`src/rtl/fft_peak_finder_if.sv`:
```
// Bundle between an FFT magnitude source / peak-report consumer and fft_peak_finder.
interface fft_peak_finder_if #(
    parameter int MAG_W = 28,
    parameter int BIN_W = 11
);
    logic [MAG_W-1:0] mag_in;
    logic [BIN_W-1:0] bin_in;
    logic             mag_valid;
    logic [MAG_W-1:0] threshold;
    logic             ready_for_frame;
    logic             peak_valid;
    logic             peak_ready;
    logic [3:0]       peak_rank;
    logic [BIN_W-1:0] peak_bin;
    logic [MAG_W-1:0] peak_mag;
    logic             peak_found;
    logic             peak_last;
    logic [4:0]       peak_count;
    logic             frame_dropped;

    modport slave (
        input  mag_in, bin_in, mag_valid, threshold, peak_ready,
        output ready_for_frame, peak_valid, peak_rank, peak_bin, peak_mag,
               peak_found, peak_last, peak_count, frame_dropped
    );

    modport master (
        output mag_in, bin_in, mag_valid, threshold, peak_ready,
        input  ready_for_frame, peak_valid, peak_rank, peak_bin, peak_mag,
               peak_found, peak_last, peak_count, frame_dropped
    );
endinterface

```
`src/rtl/fft_peak_finder.sv`:
```
// Streaming top-K local-maximum finder over one FFT frame; reports the
// sorted peak list over a valid/ready channel.
module fft_peak_finder #(
    parameter int MAG_W     = 28,
    parameter int N_FFT     = 2048,
    parameter int NUM_PEAKS = 2,
    parameter int MIN_BIN   = 1,
    parameter int MAX_BIN   = N_FFT / 2 - 1,
    localparam int BIN_W    = $clog2(N_FFT)
) (
    input  logic             clk,
    input  logic             rst,
    fft_peak_finder_if.slave pf
);
    localparam int IDX_W = (NUM_PEAKS > 1) ? $clog2(NUM_PEAKS) : 1;
    localparam logic [BIN_W-1:0] MIN_B    = BIN_W'(MIN_BIN);
    localparam logic [BIN_W-1:0] MAX_B    = BIN_W'(MAX_BIN);
    localparam logic [BIN_W-1:0] LAST_B   = BIN_W'(N_FFT - 1);
    localparam logic [IDX_W-1:0] LAST_IDX = IDX_W'(NUM_PEAKS - 1);
    localparam logic [4:0]       K5       = 5'(NUM_PEAKS);

    typedef enum logic [1:0] {IDLE, COLLECT, FINISH, REPORT} state_t;
    state_t state_q;

    logic [MAG_W-1:0] thr_q, m0_q, m1_q;
    logic [BIN_W-1:0] b0_q;
    logic             cand_vld_q;
    logic [MAG_W-1:0] cand_mag_q;
    logic [BIN_W-1:0] cand_bin_q;

    logic [NUM_PEAKS-1:0]            lv_q, lv_d;
    logic [NUM_PEAKS-1:0][MAG_W-1:0] lm_q, lm_d;
    logic [NUM_PEAKS-1:0][BIN_W-1:0] lb_q, lb_d;
    logic [NUM_PEAKS-1:0]            ge;
    logic [4:0]                      cnt_q, cnt_d;

    logic [IDX_W-1:0] idx_q, idx_nx;
    logic             rdy_q, pv_q, pfound_q, plast_q, drop_q;
    logic [BIN_W-1:0] pbin_q;
    logic [MAG_W-1:0] pmag_q;
    logic [4:0]       pcnt_q;

    logic bin0, start, is_peak;
    assign bin0  = pf.mag_valid && (pf.bin_in == '0);
    assign start = bin0 && (state_q == IDLE || state_q == COLLECT);
    // m0_q becomes the candidate centre: left neighbour m1_q, right neighbour the incoming sample.
    assign is_peak = (m0_q > m1_q) && (m0_q >= pf.mag_in) && (m0_q >= thr_q)
                  && (b0_q >= MIN_B) && (b0_q <= MAX_B);
    assign idx_nx  = idx_q + IDX_W'(1);
    assign cnt_d   = cnt_q + 5'(cand_vld_q && (cnt_q < K5));

    // Parallel sorted insert: a slot is kept if it is at least as large as the newcomer.
    always_comb begin
        lv_d = lv_q;
        lm_d = lm_q;
        lb_d = lb_q;
        for (int i = 0; i < NUM_PEAKS; i++) ge[i] = lv_q[i] && (lm_q[i] >= cand_mag_q);
        if (cand_vld_q) begin
            for (int i = NUM_PEAKS - 1; i >= 1; i--) begin
                if (!ge[i]) begin
                    if (ge[i-1]) begin
                        lv_d[i] = 1'b1;
                        lm_d[i] = cand_mag_q;
                        lb_d[i] = cand_bin_q;
                    end else begin
                        lv_d[i] = lv_q[i-1];
                        lm_d[i] = lm_q[i-1];
                        lb_d[i] = lb_q[i-1];
                    end
                end
            end
            if (!ge[0]) begin
                lv_d[0] = 1'b1;
                lm_d[0] = cand_mag_q;
                lb_d[0] = cand_bin_q;
            end
        end
    end

    always_ff @(posedge clk) begin
        if (rst) begin
            state_q    <= IDLE;
            thr_q      <= '0;
            m0_q       <= '0;
            m1_q       <= '0;
            b0_q       <= '0;
            cand_vld_q <= 1'b0;
            cand_mag_q <= '0;
            cand_bin_q <= '0;
            lv_q       <= '0;
            lm_q       <= '0;
            lb_q       <= '0;
            cnt_q      <= '0;
            idx_q      <= '0;
            rdy_q      <= 1'b1;
            pv_q       <= 1'b0;
            pfound_q   <= 1'b0;
            pbin_q     <= '0;
            pmag_q     <= '0;
            plast_q    <= 1'b0;
            pcnt_q     <= '0;
            drop_q     <= 1'b0;
        end else begin
            drop_q <= 1'b0;
            case (state_q)
                IDLE: ;
                COLLECT: begin
                    lv_q       <= lv_d;
                    lm_q       <= lm_d;
                    lb_q       <= lb_d;
                    cnt_q      <= cnt_d;
                    cand_vld_q <= 1'b0;
                    if (pf.mag_valid) begin
                        m1_q       <= m0_q;
                        m0_q       <= pf.mag_in;
                        b0_q       <= pf.bin_in;
                        cand_vld_q <= is_peak;
                        cand_mag_q <= m0_q;
                        cand_bin_q <= b0_q;
                        if (pf.bin_in == LAST_B) begin
                            state_q <= FINISH;
                            rdy_q   <= 1'b0;
                        end
                    end
                end
                FINISH: begin
                    lv_q       <= lv_d;
                    lm_q       <= lm_d;
                    lb_q       <= lb_d;
                    cnt_q      <= cnt_d;
                    cand_vld_q <= 1'b0;
                    pv_q       <= 1'b1;
                    idx_q      <= '0;
                    pfound_q   <= lv_d[0];
                    pbin_q     <= lb_d[0];
                    pmag_q     <= lm_d[0];
                    plast_q    <= (LAST_IDX == '0);
                    pcnt_q     <= cnt_d;
                    drop_q     <= bin0;
                    state_q    <= REPORT;
                end
                REPORT: begin
                    drop_q <= bin0;
                    if (pv_q && pf.peak_ready) begin
                        if (plast_q) begin
                            state_q  <= IDLE;
                            rdy_q    <= 1'b1;
                            pv_q     <= 1'b0;
                            idx_q    <= '0;
                            pfound_q <= 1'b0;
                            pbin_q   <= '0;
                            pmag_q   <= '0;
                            plast_q  <= 1'b0;
                            pcnt_q   <= '0;
                        end else begin
                            idx_q    <= idx_nx;
                            pfound_q <= lv_q[idx_nx];
                            pbin_q   <= lb_q[idx_nx];
                            pmag_q   <= lm_q[idx_nx];
                            plast_q  <= (idx_nx == LAST_IDX);
                        end
                    end
                end
                default: state_q <= IDLE;
            endcase
            // Bin 0 in IDLE or COLLECT (re)starts a frame and overrides the above.
            if (start) begin
                state_q    <= COLLECT;
                thr_q      <= pf.threshold;
                m1_q       <= '0;
                m0_q       <= pf.mag_in;
                b0_q       <= '0;
                cand_vld_q <= 1'b0;
                lv_q       <= '0;
                lm_q       <= '0;
                lb_q       <= '0;
                cnt_q      <= '0;
            end
        end
    end

    assign pf.ready_for_frame = rdy_q;
    assign pf.peak_valid      = pv_q;
    assign pf.peak_rank       = 4'(idx_q);
    assign pf.peak_bin        = pbin_q;
    assign pf.peak_mag        = pmag_q;
    assign pf.peak_found      = pfound_q;
    assign pf.peak_last       = plast_q;
    assign pf.peak_count      = pcnt_q;
    assign pf.frame_dropped   = drop_q;
endmodule
```
`src/flat_wrapper.sv`:
```
// flat-port wrapper written by rule: the top's interface ports become plain ports
module fft_peak_finder_flat 
#(
    parameter int MAG_W     = 28,
    parameter int N_FFT     = 2048,
    parameter int NUM_PEAKS = 2,
    parameter int MIN_BIN   = 1,
    parameter int MAX_BIN   = N_FFT / 2 - 1,
    localparam int BIN_W    = $clog2(N_FFT)
)
  (clk, rst, pf_mag_in, pf_bin_in, pf_mag_valid, pf_threshold, pf_peak_ready, pf_ready_for_frame, pf_peak_valid, pf_peak_rank, pf_peak_bin, pf_peak_mag, pf_peak_found, pf_peak_last, pf_peak_count, pf_frame_dropped);
  fft_peak_finder_if #(.MAG_W(MAG_W)) pf_i ();
  input  logic clk;
  input  logic rst;
  input wire logic [$bits(pf_i.mag_in)-1:0] pf_mag_in;
  input wire logic [$bits(pf_i.bin_in)-1:0] pf_bin_in;
  input wire logic [$bits(pf_i.mag_valid)-1:0] pf_mag_valid;
  input wire logic [$bits(pf_i.threshold)-1:0] pf_threshold;
  input wire logic [$bits(pf_i.peak_ready)-1:0] pf_peak_ready;
  output wire logic [$bits(pf_i.ready_for_frame)-1:0] pf_ready_for_frame;
  output wire logic [$bits(pf_i.peak_valid)-1:0] pf_peak_valid;
  output wire logic [$bits(pf_i.peak_rank)-1:0] pf_peak_rank;
  output wire logic [$bits(pf_i.peak_bin)-1:0] pf_peak_bin;
  output wire logic [$bits(pf_i.peak_mag)-1:0] pf_peak_mag;
  output wire logic [$bits(pf_i.peak_found)-1:0] pf_peak_found;
  output wire logic [$bits(pf_i.peak_last)-1:0] pf_peak_last;
  output wire logic [$bits(pf_i.peak_count)-1:0] pf_peak_count;
  output wire logic [$bits(pf_i.frame_dropped)-1:0] pf_frame_dropped;
  assign pf_i.mag_in = pf_mag_in;
  assign pf_i.bin_in = pf_bin_in;
  assign pf_i.mag_valid = pf_mag_valid;
  assign pf_i.threshold = pf_threshold;
  assign pf_i.peak_ready = pf_peak_ready;
  assign pf_ready_for_frame = pf_i.ready_for_frame;
  assign pf_peak_valid = pf_i.peak_valid;
  assign pf_peak_rank = pf_i.peak_rank;
  assign pf_peak_bin = pf_i.peak_bin;
  assign pf_peak_mag = pf_i.peak_mag;
  assign pf_peak_found = pf_i.peak_found;
  assign pf_peak_last = pf_i.peak_last;
  assign pf_peak_count = pf_i.peak_count;
  assign pf_frame_dropped = pf_i.frame_dropped;
  fft_peak_finder #(.MAG_W(MAG_W), .N_FFT(N_FFT), .NUM_PEAKS(NUM_PEAKS), .MIN_BIN(MIN_BIN), .MAX_BIN(MAX_BIN)) u_core (.clk(clk), .rst(rst), .pf(pf_i));
endmodule
```
`config.mk`:
```
export PLATFORM = sky130hd
export DESIGN_NAME = fft_peak_finder_flat
export DESIGN_NICKNAME = d
export VERILOG_FILES = /design/src/rtl/fft_peak_finder_if.sv /design/src/rtl/fft_peak_finder.sv /design/src/flat_wrapper.sv
export SDC_FILE = /design/constraint.sdc
export NUM_CORES = 1
export LEC_CHECK = 0
export CORE_ASPECT_RATIO = 1.5
export CORE_UTILIZATION = 51
export DETAILED_ROUTE_END_ITERATION = 7
export HOLD_SLACK_MARGIN = 0.02
export PLACE_DENSITY = 0.72
export SKIP_CTS_REPAIR_TIMING = 1
export SYNTH_ARGS = -nofsm -noshare
export SYNTH_HDL_FRONTEND = slang
export SYNTH_SLANG_ARGS = --single-unit
```
`constraint.sdc`:
```
create_clock -name clk -period 7.1 [get_ports clk]
set_input_delay 1.065 -clock clk [delete_from_list [all_inputs] [get_ports clk]]
set_output_delay 1.065 -clock clk [all_outputs]
set_load 0.02 [all_outputs]
```
==> Yosys cells after proc, flatten, opt, wreduce, memory -nomap -nowiden <==
Index checks and enable logic that the tools add are counted.
{ "op_classes": {"addsub": 2, "magnitude_cmp": 9, "eq_ne": 12, "n_mux": 49, "bitwise_logic": 2, "reduce_logical": 32} }
{ "ops": {"columns": ["op", "n"], "rows": [
  ["28-bit 2-to-1 mux", 10],
  ["28-bit >= comparator", 4],
  ["11-bit 2-to-1 mux", 7],
  ["28-bit case mux with 2 select lines", 1],
  ["28-bit greater-than comparator", 1],
  ["11-bit case mux with 2 select lines", 1],
  ["1-bit 2-to-1 mux", 17],
  ["5-bit AND reduction", 3],
  ["11-bit == test, second input constant", 1],
  ["11-bit by 1-bit >= comparator with 1-bit output, second input constant", 1],
  ["11-bit by 10-bit less-or-equal comparator with 1-bit output, second input constant", 1],
  ["11-bit logical NOT", 1],
  ["1-bit logical AND", 10],
  ["5-bit 2-to-1 mux", 2],
  ["1-bit case mux with 2 select lines", 5],
  ["5-bit case mux with 2 select lines", 1],
  ["2-bit nonzero test", 5],
  ["2-bit 2-to-1 mux", 4],
  ["2-bit OR reduction", 4],
  ["3-bit by 1-bit inequality test with 1-bit output, second input constant", 2],
  ["3-bit by 2-bit inequality test with 1-bit output, second input constant", 2],
  ["2-bit case mux with 3 select lines", 1],
  ["2-bit AND reduction", 3],
  ["3-bit AND reduction", 2],
  ["other kinds (13)", 17]
]} }
{ "totals": {"reg_bits": 271, "input_bits": 71, "wordCells": 130} }

==> Longest topological paths before layout <==
Gate-level depths: netlist (run 1).
{ "logic_depth": {"depth_word": 7, "ltp_mapped": 12, "depth_no_buf": 9} }

==> Worst setup path after synthesis (run 1) <==
Ideal clock, no wire load.
{ "synth_timing": {"path_type": "input to register", "from": "input port pf_mag_in[26]", "to": "register u_core.cand_vld_q", "setup_ns": 0.131, "arrival_ns": 2.595, "t_required_ns": 6.969, "slack_ns": 4.374, "path_stages": 8, "n_path_buf": 0, "cell_sequence": "inv_1 -> ha_1 -> a21o_1 -> a211o_1 -> a2111oi_0 -> o2111ai_1 -> nand4_1 -> o32ai_1"} }
{ "synth_via": {"elab_chain_cells": 7} }
{ "synth_rtl": {"columns": ["element", "line_no", "text"], "rows": [
  ["from (decl)", "flat_wrapper.sv:15", "input wire logic [$bits(pf_i.mag_in)-1:0] pf_mag_in;"],
  ["28-bit >= comparator", "fft_peak_finder.sv:47", "assign is_peak = (m0_q > m1_q) && (m0_q >= pf.mag_in) && (m0_q >= thr_q)"],
  ["1-bit logical AND (2 in a row)", "fft_peak_finder.sv:47", null],
  ["1-bit logical AND (2 in a row)", "fft_peak_finder.sv:48", "&& (b0_q >= MIN_B) && (b0_q <= MAX_B);"],
  ["1-bit 2-to-1 mux", "fft_peak_finder.sv:113", "if (pf.mag_valid) begin"],
  ["1-bit case mux with 2 select lines", "fft_peak_finder.sv:105", "case (state_q)"],
  ["to (signal assigned)", "fft_peak_finder.sv:117", "cand_vld_q <= is_peak;"],
  ["to (decl)", "fft_peak_finder.sv:27", "logic cand_vld_q;"]
]} }
Every way passes these cells.
A chain may end at the register's enable or synchronous reset.

==> Worst setup path after layout (run 1) <==
{ "layout_timing": {"from": "register u_core.cand_mag_q[23]", "to": "register u_core.pmag_q[4] (netlist: u_core.pf.peak_mag[4])"} }
{ "layout_via": {"elab_chain_cells": 5} }
{ "layout_rtl": {"columns": ["element", "line_no", "text"], "rows": [
  ["from (decl)", "fft_peak_finder.sv:28", "logic [MAG_W-1:0] cand_mag_q;"],
  ["from (signal assigned)", "fft_peak_finder.sv:118", "cand_mag_q <= m0_q;"],
  ["28-bit >= comparator", "fft_peak_finder.sv:57", "for (int i = 0; i < NUM_PEAKS; i++) ge[i] = lv_q[i] && (lm_q[i] >= cand_mag_q);"],
  ["1-bit logical AND", "fft_peak_finder.sv:57", null],
  ["28-bit 2-to-1 mux", "fft_peak_finder.sv:72", "if (!ge[0]) begin"],
  ["28-bit 2-to-1 mux", "fft_peak_finder.sv:58", "if (cand_vld_q) begin"],
  ["28-bit case mux with 2 select lines", "fft_peak_finder.sv:105", null],
  ["to (signal assigned)", "fft_peak_finder.sv:136", "pmag_q <= lm_d[0];"],
  ["to (signal assigned)", "fft_peak_finder.sv:159", "pmag_q <= lm_q[idx_nx];"],
  ["to (decl)", "fft_peak_finder.sv:40", "logic [MAG_W-1:0] pmag_q;"]
]} }
Every way passes these cells.

==> results of run 1 <==
-- logic make-up after synthesis --
group	share of synthesized area
XOR/XNOR	0.00370
other	0.000264
buffers and inverters	0.0693
flip-flops	0.382
AO/OA/AOI/OAI	0.201
adder cells (fa/ha/maj)	0.130
multiplexers	0.0656
AND/OR/NAND/NOR	0.148
-- power by group through the flow --
stage	Combinational [W]	Clock, W	Sequential, W
after detailed placement	0.0000894	0	0.00155
after global placement	0.0000884	0	0.00155
after CTS	0.0000900	0.00158	0.00152
final	0.0000902	0.00156	0.00152
after floorplan	0.0000359	0	0.00155
after global routing	0.0000979	0.00164	0.00152
-- flip-flops by register name (all words and copies together), names as in the netlist, 2 cells and up --
signal / cells
u_core.pf.peak_mag: 28
u_core.pf.peak_count: 5
u_core.m0_q: 28
u_core.lv_q: 2
u_core.pf.peak_bin: 11
u_core.lm_q: 56
u_core.b0_q: 11
u_core.cand_bin_q: 11
u_core.state_q: 2
u_core.cand_mag_q: 28
u_core.lb_q: 22
u_core.thr_q: 28
u_core.cnt_q: 5
u_core.m1_q: 28
-- through the flow --
stage | utilization | hold WS (ps) | instances | instance area [um^2] | worst slack [ps]
2_1_floorplan | - | 432 | 1725 | 14200 | 4370
3_3_place_gp | 0.564 | 439 | 2088 | 15400 | 2680
3_5_place_dp | 0.564 | 446 | 2088 | 15400 | 2610
4_1_cts | 0.600 | 453 | 2136 | 16400 | 3190
5_1_grt | 0.600 | 471 | 2136 | 16400 | 2930
6_report | 0.600 | 450 | 2136 | 16400 | 3100
-- cells in the mapped netlist (all sizes together), types with 9 or more instances --
cell	instances
nand2b	22
a21oi	338
ha	147
o22ai	23
nand2	278
o21ai	24
nand4	21
inv	117
nor3	9
dfxtp	271
a211oi	61
mux2i	93
and3	21
buf	33
a21o	11
nand3	23
clkbuf	80
nor2	77
-- worst max-delay path: stages (launching register included) --
cell and delay (ps):
dfxtp_1 450, inv_1 130, ha_1 330, nand2_1 100
nor4_1 630, nand3_1 180, o221a_4 450, nand3_2 580
buf_4 490, mux2i_1 340, o22ai_1 130
-- cell type report --
| cell class | count | share of cell area |
|---|---|---|
| Clock inverter | 14 | 0.0137 |
| Multi-Input combinational cell | 1224 | 0.477 |
| Tap cell | 342 | 0.0261 |
| Sequential cell | 271 | 0.331 |
| Inverter | 117 | 0.0268 |
| Timing Repair Buffer | 134 | 0.0796 |
| Clock buffer | 34 | 0.0453 |
-- path summary, 6_finish.rpt --
kind,startpoint,to,slack (ps),cells past startpoint
setup / recovery,u_core.cand_mag_q[23]$_SDFFE_PP0P_,u_core.pf.peak_mag[4]$_SDFFE_PP0P_,3100,10
hold / removal,u_core.thr_q[1]$_SDFFE_PP0P_,u_core.thr_q[1]$_SDFFE_PP0P_,450,2
setup reg to reg,u_core.cand_mag_q[23]$_SDFFE_PP0P_,u_core.pf.peak_mag[4]$_SDFFE_PP0P_,3100,10
hold reg to reg,u_core.thr_q[1]$_SDFFE_PP0P_,u_core.thr_q[1]$_SDFFE_PP0P_,450,2
-- metal layers --
layer  global-route usage  routed length, um
met2                0.464              18300
met4                0.110               1210
met5                    0                  0
met1                0.300              15300
met3               0.0297               1700
==> PnR_summary.wiki, run 1 <==
{| class="wikitable"
! Metric !! Value
|-
| Post-detailed-route via-to-cell ratio || around 5.7
|-
| # rows || 74
|-
| Router iterations before antenna repair || 7
|-
| Top cells by area in the synthesized netlist || dfxtp_1 (38%), ha_1 (13%), a21oi_1 (12%)
|-
| Number of nets in the final layout || 1,992
|-
| Inserted Clock Buffers || 26
|-
| Placeable core region || ~0.027 mm^2
|-
| Achievable clock frequency || between 200 and 300 MHz
|-
| Total number of vias || between 10,000 and 15,000
|-
| Clock latency on the worst-skew pair || 540 ps
|-
| Final critical-path share of the clock period || 0.563
|-
| Type of destination of the critical path || flip-flop
|-
| Vertical extent of the die || about 210 um
|-
| Antenna violations before repair || 0
|-
| Synthesis-stage register bit count || ~270
|-
| Worst endpoint required time || approximately 7500 ps
|-
| Number of global-route vias before repair || around 12,000
|-
| Internal cell power || about 0.0025 W
|-
| Io pins || between 100 and 150
|-
| Hpwl dp || 25,300 um
|-
| Final GP Congestion || ~0.85
|-
| Global-route wire length before repair || slightly below 60,000 um
|-
| Synth area leader || dfxtp_1
|-
| Routed WL per cell || ~17 um
|-
| TritonCTS clock tree || built
|-
| Remaining global-route overflow || 0
|-
| Final routed DRC violation total || 12
|-
| Max Root-Sink Buffers || 3
|-
| Hold/Removal Path Class || reg2reg
|-
| Maximum fanout count along the critical path || 30
|-
| Sinks on Clock Net || between 200 and 300
|-
| Switching power total || between 0.0006 and 0.0007 W
|-
| Power share of the clock group || 0.492
|-
| Number of input and output port buffers inserted || 120
|-
| Multi-input gate area in the final layout || approximately 0.0078 mm^2
|-
| Remaining antenna violation count after routing || 0
|-
| Die span in x || 138 um
|-
| Die Footprint || around 0.028 mm^2
|-
| Layout area overhead || 15.5%
|-
| Commonest non-fill, non-tap cells in the layout || a21oi_1 (337), nand2_1 (277), dfxtp_1 (271)
|-
| Switching Share || 0.206
|-
| Number of enable flip-flop cells after synthesis || 0
|-
| Setup repair after global routing missed its margin || no
|-
| Fillers || 2,411
|-
| Mean Syn Cell Area || approximately 8.2 um^2
|-
| Endpoints failing hold || 0
|-
| Mapped Area || roughly 0.014 mm^2
|-
| Final Critical Period || approximately 4000 ps
|-
| Leakage power summed over all cells || approximately 6.7 nW
|-
| Root buffer cell || clkbuf_16
|-
| Sequential cell fraction of total power || 0.480
|-
| Count of synthesis-stage warnings from yosys || 0
|-
| Post-Route Skew || ~9.0 ps
|-
| Wire length reported by the detailed router || between 30,000 and 40,000 um
|-
| Clock transition at path regs || about 70 ps
|-
| Maximum number of pins on one net before global-route repair || 87
|-
| Fraction of layout cells with a size suffix above 1 || 0.0429
|-
| Starting density of the core || 0.519
|-
| Share of flip-flops with an asynchronous set or reset || 0
|-
| Post-Synthesis Cells || roughly 1,700
|-
| Number of DRC markers after the initial detailed-route iteration || between 700 and 800
|-
| Power per unit of standard cell area || about 190 mW/mm^2
|-
| Number of H-tree levels || 1
|-
| Antenna diode count || 0
|-
| Sum of internal, switching and leakage power || between 0.003 and 0.004 W
|-
| Distinct cells, synth || 60
|-
| Setup violators final || 0
|-
| Startpoint kind of the worst setup timing path || flip-flop
|-
| Sequential cell area || 0.00543 mm^2
|-
| Outcome || finished with violations
|-
| VDD IR max || approximately 0.00017 V
|-
| Dominant register cell in the synthesized netlist || dfxtp_1
|-
| Fraction of synthesized cell area taken by the top area cell type || 0.382
|-
| Combinational cell fraction of total power || 0.028
|-
| Final-report max-slew violation count || 0
|-
| Violations in the final reports || design-rule violations
|-
| Final total negative setup slack || 0 ps
|-
| Register area share after synthesis || 0.382
|-
| Worst relative slew slack || 0.140
|-
| Measured slew at the worst slew-check pin || between 1000 and 1500 ps
|-
| GRT Util Overall || 0.254
|-
| Most common cell after layout, fill and taps aside || a21oi_1
|-
| Arr. time, crit path || roughly 4400 ps
|-
| Count of maximum capacitance violations || 0
|-
| Worst Path Class, Setup || reg2reg
|}
No activity file was read; power rests on OpenSTA's default activity.
==> run 2: changes to the inputs <==
PLACE_DENSITY = 0.75   (was 0.72)
clock period = 3.2 ns   (was 7.1 ns; I/O delays follow)
==> run 2 against run 1 <==
The run still ends with design-rule violations left. First-iteration DRC count rose by 13%. Clock-buffer cell count is 1 lower. Core utilization rose by 0.80 points. Critical path depth unchanged. Register-to-register slack lost 2800 ps. Total power increased by 110%. Combinational power increased by 130%. Critical path type unchanged. Critical endpoint is now u_core.lb_q[19]$_SDFFE_PP0P_. Largest cell class unchanged.
==> PnR_summary.wiki, run 2 (same netlist as run 1, synthesis figures left out) <==
{| class="wikitable"
! Metric !! Value
|-
| Worst Path Class, Setup || reg2reg
|-
| Placed cell areas || 0.0157 mm^2 (+1.9%)
|-
| Startpoint kind of the worst setup timing path || flip-flop
|-
| Fraction of layout cells with a size suffix above 1 || 0.0534 (+0.0105)
|-
| Maximum number of pins on one net before global-route repair || 79 (-9.2%)
|-
| Post-Route Skew || 14.7 ps (+5.71 ps)
|-
| Final critical-path share of the clock period || 0.911 (+0.348)
|-
| TritonCTS clock tree || built
|-
| Violations in the final reports || design-rule violations
|-
| Remaining global-route overflow || 0 (unchanged)
|-
| Number of nets in the final layout || 2,017 (+1.3%)
|-
| Pre-CTS setup slack || 120 ps (-2490 ps)
|-
| Final GP Congestion || 0.874 (+2.6%)
|-
| Post-detailed-route via-to-cell ratio || 5.80 (+0.84%)
|-
| Final-report max-slew violation count || 0 (unchanged)
|-
| Hpwl dp || 26,100 um (+2.9%)
|-
| Routed WL per cell || 17.0 um (-0.62%)
|-
| Layout area overhead || 17.0%
|-
| Max Root-Sink Buffers || 3 (unchanged)
|-
| Sinks on Clock Net || 271 (unchanged)
|-
| GRT Util Overall || 0.255 (+0.00107)
|-
| Crit-path max cell delay || 530 ps (-100 ps)
|-
| Measured slew at the worst slew-check pin || 825 ps (-466 ps)
|-
| Clock latency on the worst-skew pair || 540 ps (about the same)
|-
| Clock transition at path regs || 70 ps (about the same)
|-
| Hold/Removal Path Class || reg2reg
|-
| VDD IR max || 0.000383 V (+130%)
|-
| Post-route design area || 0.0166 mm^2 (+1.3%)
|-
| Arr. time, crit path || 3370 ps (-990 ps)
|-
| Die Footprint || 0.0285 mm^2 (unchanged)
|-
| Wire length reported by the detailed router || 36,600 um (+0.40%)
|-
| Setup violators final || 0 (unchanged)
|-
| Placeable core region || 0.0273 mm^2 (unchanged)
|-
| Fillers || 2,386 (-1.0%)
|-
| Die span in x || 138 um (unchanged)
|-
| Global-route wire length before repair || 58,700 um (+0.76%)
|-
| Final Critical Period || 2920 ps (-1080 ps)
|-
| Type of destination of the critical path || flip-flop
|-
| Root buffer cell || clkbuf_16
|-
| Worst endpoint required time || 3650 ps (-3810 ps)
|-
| Count of maximum capacitance violations || 0 (unchanged)
|-
| Cell-by-cell trace of the critical path || inv_1, ha_1, nand2_1, nor4_2, nand3_1, o221a_4, and2_1, buf_12, mux2i_1, a211oi_1
|-
| Number of H-tree levels || 1 (unchanged)
|-
| Number of input and output port buffers inserted || 120 (unchanged)
|-
| Final total negative setup slack || 0 ps (unchanged)
|-
| Power per unit of standard cell area || 410 mW/mm^2 (+110%)
|-
| Total number of vias || 12,500 (+1.9%)
|-
| Outcome || finished with violations
|-
| Inserted Clock Buffers || 26 (unchanged)
|-
| Commonest non-fill, non-tap cells in the layout || a21oi_1 (337), nand2_1 (277), dfxtp_1 (271)
|-
| Starting density of the core || 0.519 (unchanged)
|-
| Most common cell after layout, fill and taps aside || a21oi_1
|-
| Endpoints failing hold || 0 (unchanged)
|-
| Antenna violations before repair || 0 (unchanged)
|-
| Remaining antenna violation count after routing || 0 (unchanged)
|-
| Final routed DRC violation total || 14 (+2)
|-
| # rows || 74 (unchanged)
|-
| Io pins || 124 (unchanged)
|-
| Setup repair after global routing missed its margin || no
|-
| Router iterations before antenna repair || 8 (+1)
|-
| Maximum fanout count along the critical path || 20 (-33%)
|-
| Achievable clock frequency || 343 MHz (+37%)
|-
| Setup WS post-layout || 285 ps (-2820 ps)
|-
| Number of DRC markers after the initial detailed-route iteration || 799 (+13%)
|-
| Largest register by flop count || u_core.lm_q
|-
| Largest register FFs || 56 (unchanged)
|-
| Worst relative slew slack || 0.450 (+0.310)
|-
| Leakage power summed over all cells || 6.87 nW (+2.0%)
|-
| Vertical extent of the die || 206 um (unchanged)
|-
| Number of global-route vias before repair || 11,900 (+2.1%)
|-
| Antenna diode count || 0 (unchanged)
|-
| Slowest cell on the critical path || nor4_2
|}
-- run 2: changes by cell type in the layout (fill, tap and decap cells not counted), moves of 2 or more --
cell | previous run | this run
buf_4 | 15 | 31
buf_12 | 0 | 9
bufinv_16 | 6 | 4
clkbuf_8 | 4 | 2
-- run 2: power breakdown --
| group | internal, W | switching (W) | leakage (nW) |
|---|---|---|---|
| Sequential | 0.00337 | 0.000000147 | 2.18 |
| Clock | 0.00190 | 0.00132 | 0.432 |
| Combinational | 0.000101 | 0.000109 | 4.26 |
| Total | 0.00538 | 0.00143 | 6.87 |
-- run 2: worst paths after layout --
check                                                         from                       endpoint  slack [ps]  cells after the start
worst max-delay path            u_core.cand_mag_q[27]$_SDFFE_PP0P_   u_core.lb_q[19]$_SDFFE_PP0P_         280                     10
worst min-delay path                 u_core.thr_q[22]$_SDFFE_PP0P_  u_core.thr_q[22]$_SDFFE_PP0P_         450                      2
worst max register to register  u_core.cand_mag_q[27]$_SDFFE_PP0P_   u_core.lb_q[19]$_SDFFE_PP0P_         280                     10
worst min register to register       u_core.thr_q[22]$_SDFFE_PP0P_  u_core.thr_q[22]$_SDFFE_PP0P_         450                      2
-- run 2: metrics by stage --
| stage | utilization | total power, W | cells | hold slack (ps) |
|---|---|---|---|---|
| 2_1_floorplan | - | 0.00353 | 1725 | 432 |
| 3_3_place_gp | 0.575 | 0.00365 | 2113 | 440 |
| 3_5_place_dp | 0.575 | 0.00366 | 2113 | 446 |
| 4_1_cts | 0.608 | 0.00686 | 2158 | 453 |
| 5_1_grt | 0.608 | 0.00700 | 2158 | 474 |
| 6_report | 0.608 | 0.00680 | 2158 | 452 |
-- run 2: worst max-delay path: cells and delay by family, from the launching register on --
kind            cells  cell delay [ps]
simple gates        4             1090
mux                 1              120
buf+inv             2              280
compound gates      2              660
fa+ha+maj           1              300
flops               1              380
-- run 2: area by class of cell --
type | count | area (um^2) | area share
clock inverter | 12 | 165 | 0.00995
clock buffer | 33 | 718 | 0.0433
inverter | 117 | 439 | 0.0265
multi-input combinational | 1224 | 7820 | 0.471
sequential | 271 | 5430 | 0.327
tap | 342 | 428 | 0.0258
timing repair buffer | 159 | 1600 | 0.0966
-- run 2: metal layers --
| layer | GRT usage | routed length, um | vias to the layer above |
|---|---|---|---|
| met5 | 0 | 0 | - |
| met1 | 0.297 | 15000 | 5843 |
| met2 | 0.462 | 18000 | 397 |
| met3 | 0.0271 | 1870 | 106 |
| met4 | 0.138 | 1700 | 0 |
| li1 | - | - | 6160 |
==> RTL change 1 (config.mk and constraints of run 2) <==
`MAG_W` is set to 28 in 3 places; all go to 56.
--- a/src/rtl/fft_peak_finder_if.sv
+++ b/src/rtl/fft_peak_finder_if.sv
@@ -1,6 +1,6 @@
 // Bundle between an FFT magnitude source / peak-report consumer and fft_peak_finder.
 interface fft_peak_finder_if #(
-    parameter int MAG_W = 28,
+    parameter int MAG_W = 56,
     parameter int BIN_W = 11
 );
     logic [MAG_W-1:0] mag_in;
--- a/src/rtl/fft_peak_finder.sv
+++ b/src/rtl/fft_peak_finder.sv
@@ -1,7 +1,7 @@
 // Streaming top-K local-maximum finder over one FFT frame; reports the
 // sorted peak list over a valid/ready channel.
 module fft_peak_finder #(
-    parameter int MAG_W     = 28,
+    parameter int MAG_W     = 56,
     parameter int N_FFT     = 2048,
     parameter int NUM_PEAKS = 2,
     parameter int MIN_BIN   = 1,
--- a/src/flat_wrapper.sv
+++ b/src/flat_wrapper.sv
@@ -1,7 +1,7 @@
 // flat-port wrapper written by rule: the top's interface ports become plain ports
 module fft_peak_finder_flat 
 #(
-    parameter int MAG_W     = 28,
+    parameter int MAG_W     = 56,
     parameter int N_FFT     = 2048,
     parameter int NUM_PEAKS = 2,
     parameter int MIN_BIN   = 1,
Ports: changed (resized pf_mag_in, pf_peak_mag and pf_threshold); port bits go from 124 to 208. The function was not compared with the original's and may differ.
==> RTL change 1 against run 2 <==
  * Design area rose by 76%
  * Area after synthesis rose by 73%
  * Clock power rose by 90%
  * Combinational power rose to 5.0 times the old value
  * Fmax fell by 4.0%
  * Highest routed layer unchanged
  * Largest power group is now clock
  * Die area rose by 72%
  * Sequential cell count rose by 196
  * Routed wire length rose by 86%
  * First-iteration DRC count rose by 83%
  * Critical path depth rose by 1
  * Hold slack got worse by 0.038 ns
  * Worst setup slack got worse by 0.12 ns
  * Synthesized cell count rose by 73%
  * Power rose by 91%
==> RTL change 1: results (changes against run 2) <==
Critical path
  – FF-to-FF path depth: 11 (was 10)
  – RR Endpoint: u_core.lm_q[66] (was u_core.lb_q[19])
  – Critical Path Fanout Max: 48 (was 20)
  – Reg-to-reg slack, setup: 0.16 ns (was 0.28 ns)

Yosys
  – Mean cell area of the mapped netlist: 8.202 um2 (was 8.233 um2)
  – Register area share after synthesis: 0.3817 (was 0.3825)
  – Compound-gate portion of the synthesized area: 0.1920 (was 0.2014)
  – Synth cell count leaders: nand2_1 (512), a21oi_1 (479), dfxtp_1 (467) (was a21oi_1 (337), nand2_1 (278), dfxtp_1 (271))
  – Yosys top cell area share: 0.3817 (was 0.3825)
  – Post-synthesis xor/xnor area fraction: 0.002146 (was 0.003705)

Power and ir drop
  – Sw Pwr: 3.145 mW (was 1.430 mW)
  – Max VDD drop: 0.4147 mV (was 0.3831 mV)

Cells and area
  – Sequential Area: 9349 um2 (was 5425 um2)
  – Largest register FFs: 112 (was 56)
  – Signal inverters: 231 (was 117)
  – Share of layout cells above drive strength 1: 0.06034 (was 0.05341)
  – Number of non-clock buffers: 290 (was 159)
  – Clock-cell share: 0.05926 (was 0.05321)
  – Layout non-clock buf frac: 0.1016 (was 0.09663)
  – Clkbuf count: 62 (was 33)
  – Fill cell count: 4115 (was 2386)
  – Share of cell area taken by multi-input logic gates: 0.4641 (was 0.4711)

Global route
  – Pin count of the biggest net entering global routing: 123 (was 79)
  – Overall Global Routing Usage: 0.2693 (was 0.2551)

Place
  – Dpl ws: -0.3012 ns (was 0.1198 ns)
  – PortBufs: 204 (was 120)
  – HPWL Detailed: 47440 um (was 26070 um)

Clock tree
  – Clk Latency, worst-skew pair: 0.58 ns (was 0.54 ns)
  – Total CTS buffers: 48 (was 26)
  – Clock sinks: 467 (was 271)

STA
  – Max Clock Freq: 329.3 MHz (was 343.0 MHz)

Routing
  – Initial DRT Pass Iterations: 6 (was 8)
  – Initial drt markers: 1461 (was 799)

Min path
  – Hold Path Class: input port to flop (was flop to flop)

Run status
  – Status: complete, no violations (was complete, but fails checks)
## RTL change 1: changes by cell type after synthesis, sizes merged, moves of 31 or more
cell	before	now
nand2	278	513
dfxtp	271	467
a21oi	338	480
ha	147	287
inv	117	231
o21ai	24	133
nand3	23	92
o31ai	2	56
clkbuf	80	132
and3	21	68
o22ai	23	70
a211oi	61	17
mux2i	93	136
nand4	21	52
## RTL change 1: worst max-delay path, cell delays in order, from the launching register on
cell       delay (ns)
dfxtp_1          0.38
inv_1            0.10
ha_1             0.30
a21o_1           0.19
a21o_1           0.18
a221o_1          0.31
a2111oi_1        0.45
o22ai_1          0.21
a21oi_4          0.27
buf_12           0.26
o21ai_0          0.11
a21oi_1          0.17
## RTL change 1: routing by layer
| layer | wire [um] | global-route usage |
|---|---|---|
| met1 | 28220 | 0.3196 |
| met3 | 3591 | 0.03439 |
| met2 | 33190 | 0.4760 |
| met4 | 3072 | 0.1305 |
| met5 | 0 | 0 |
==> RTL change 2 (config.mk and constraints of run 2) <==
Made on the original files. Make the reset (`rst`) asynchronous in one clocked block.
--- a/src/rtl/fft_peak_finder.sv
+++ b/src/rtl/fft_peak_finder.sv
@@ -77,7 +77,7 @@
         end
     end
 
-    always_ff @(posedge clk) begin
+    always_ff @(posedge clk or posedge rst) begin
         if (rst) begin
             state_q    <= IDLE;
             thr_q      <= '0;
Function: differs if rst is asserted again (counterexample within 4 cycles, from zero or initial values and one cycle with rst high); with rst held inactive, the same outputs for 4 cycles.
==> RTL change 2 against run 2 <==
  * Worst setup slack improved by 0.027 ns
  * Core utilization fell by 0.19 points
  * Routed wire length rose by 4.2%
  * Sequential cell count did not move
  * Area after synthesis rose by 7.6%
  * Synthesized cell count fell by 4.8%
  * Final cell count fell by 0.56%
  * Design area rose by 7.6%
Power is not compared: it rests on default switching activity, and its combinational part moved more than twofold at a synthesized area within 25%.
==> RTL change 2: results (changes against run 2) <==
Run status
  – Status: complete, no violations (was complete, but fails checks)

Cells and area
  – Share of layout cells above drive strength 1: 0.07881 (was 0.05341)
  – Final #Nets: 1949 (was 2017)
  – Non-Filler Instances: 2146 (was 2158)
  – Largest register FFs: 56 (unchanged)
  – Biggest register: u_core.lm_q (unchanged)
  – # diodes: 0 (unchanged)

Clock tree
  – Clock tree root buffer cell: clkbuf_16 (unchanged)
  – Total CTS buffers: 26 (unchanged)
  – H-tree levels: 1 (unchanged)
  – Clock Pin Slew Worst Setup and Hold Paths: 0.06 ns
  – Max Root-Sink Buffers: 3 (unchanged)
  – Clk Latency, worst-skew pair: 0.55 ns

Yosys
  – Synth Warn #: 0 (unchanged)
  – Register area share after synthesis: 0.4445 (was 0.3825)
  – Netlist cell types: 61 (was 60)
  – Synth area leaders: dfrtp_1 (44%), ha_1 (12%), nand2_1 (6.4%) (was dfxtp_1 (38%), ha_1 (13%), a21oi_1 (12%))
  – Synth cell count leaders: dfrtp_1 (270), nand2_1 (260), o21ai_0 (155) (was a21oi_1 (337), nand2_1 (278), dfxtp_1 (271))
  – Asr flop ratio synth: 1.000 (was 0)
  – Mean cell area of the mapped netlist: 9.300 um2 (was 8.233 um2)

Min path
  – Hold Path Class: input port to asynchronous set/reset pin (was flop to flop)

Critical path
  – Setup CP Type: flop to flop (unchanged)
  – Critical Path Fanout Max: 31 (was 20)
  – CP startpoint: u_core.cand_mag_q[2] (was u_core.cand_mag_q[27])

Routing
  – Post-Route WL: 38140 um (was 36600 um)
  – Initial drt markers: 933 (was 799)
  – Initial DRT Pass Iterations: 6 (was 8)
  – Routed vias: 12293 (was 12506)

STA
  – Setup TNS: 0 ns (unchanged)
  – Slew HR: 0.4274 (was 0.4502)
  – Clock Skew: 0.009141 ns (was 0.01475 ns)
  – Final setup fails: 0 (unchanged)

Global route
  – Pin count of the biggest net entering global routing: 72 (was 79)
  – Antenna violations before repair: 0 (unchanged)
  – Overall Global Routing Usage: 0.2597 (was 0.2551)
  – First-pass GRT wire length: 62140 um (was 58710 um)

Place
  – PortBufs: 120 (unchanged)
  – Dpl ws: 0.1423 ns (was 0.1198 ns)
  – Routability cong.: 0.8780 (was 0.8739)
  – HPWL Detailed: 27420 um (was 26070 um)

Power and ir drop
  – Max VDD drop: 0.5908 mV
  – LEAKAGE: about 8.1 nW
## RTL change 2: worst max-delay path, cell delays in order (launching register included)
cell and delay [ns]:
dfrtp_1 0.40, inv_1 0.10, ha_1 0.29, a211oi_1 0.24
o21ai_0 0.11, a21oi_1 0.30, o22ai_2 0.21, nor2_4 0.39
buf_12 0.30, mux2i_1 0.28, a211oi_2 0.10
## RTL change 2: final timing paths
path	to	slack (ns)	cells past startpoint
min reg2reg	u_core.pf.peak_count[4]	0.48	2
max reg2reg	u_core.lm_q[36]	0.31	10
min	u_core.pf.peak_mag[20]	0.45	2
max	u_core.lm_q[36]	0.31	10
min in group clk	u_core.thr_q[10]	0.48	3
max in group asynchronous	u_core.thr_q[11]	1.93	3
## RTL change 2: cells by family (layout without fill, tap and decap cells)
family / after synthesis / after routing / synth area share
compound gates: 406 / 406 / 0.1681
fa+ha+maj: 147 / 147 / 0.1205
other cells: 1 / 3 / 0.0002457
buf+inv: 216 / 324 / 0.06051
flops: 271 / 271 / 0.4445
mux: 83 / 83 / 0.05469
simple gates: 511 / 511 / 0.1481
xor+xnor: 6 / 6 / 0.003443
## RTL change 2: layer usage
metal | GRT usage | vias to the layer above | share of wire | wire, um
li1 | - | 5895 | - | -
met5 | 0 | - | 0 | 0
met3 | 0.02858 | 91 | 0.056 | 2149
met1 | 0.3227 | 5920 | 0.41 | 15600
met2 | 0.4495 | 387 | 0.49 | 18810
met4 | 0.1258 | 0 | 0.042 | 1585
## RTL change 2: metrics by stage
stage / area (um2) / hold WS [ns]
3_3_place_gp: 16980 / 0.4662
4_1_cts: 17860 / 0.4547
3_5_place_dp: 16980 / 0.4802
5_1_grt: 17860 / 0.4951
2_1_floorplan: 15270 / 0.4497
6_report: 17860 / 0.4537
## RTL change 2: layout make-up
type,count,area (um2)
Fill cell,2513,11620
Multi-Input combinational cell,1156,7606
Sequential cell,271,6783
Timing Repair Buffer,157,1642
Clock buffer,40,814.5
Tap cell,395,494.2
Inverter,119,450.4
Clock inverter,8,70.07
## RTL change 2: report_power, final
| part | switching (mW) | total, mW | internal, mW |
|---|---|---|---|
| Clock | 1.32 | 3.15 | 1.83 |
| Combinational | 4.83 | 8.44 | 3.61 |
| Sequential | 1.33 | 6.12 | 4.79 |
| Total | 7.48 | 17.7 | 10.2 |
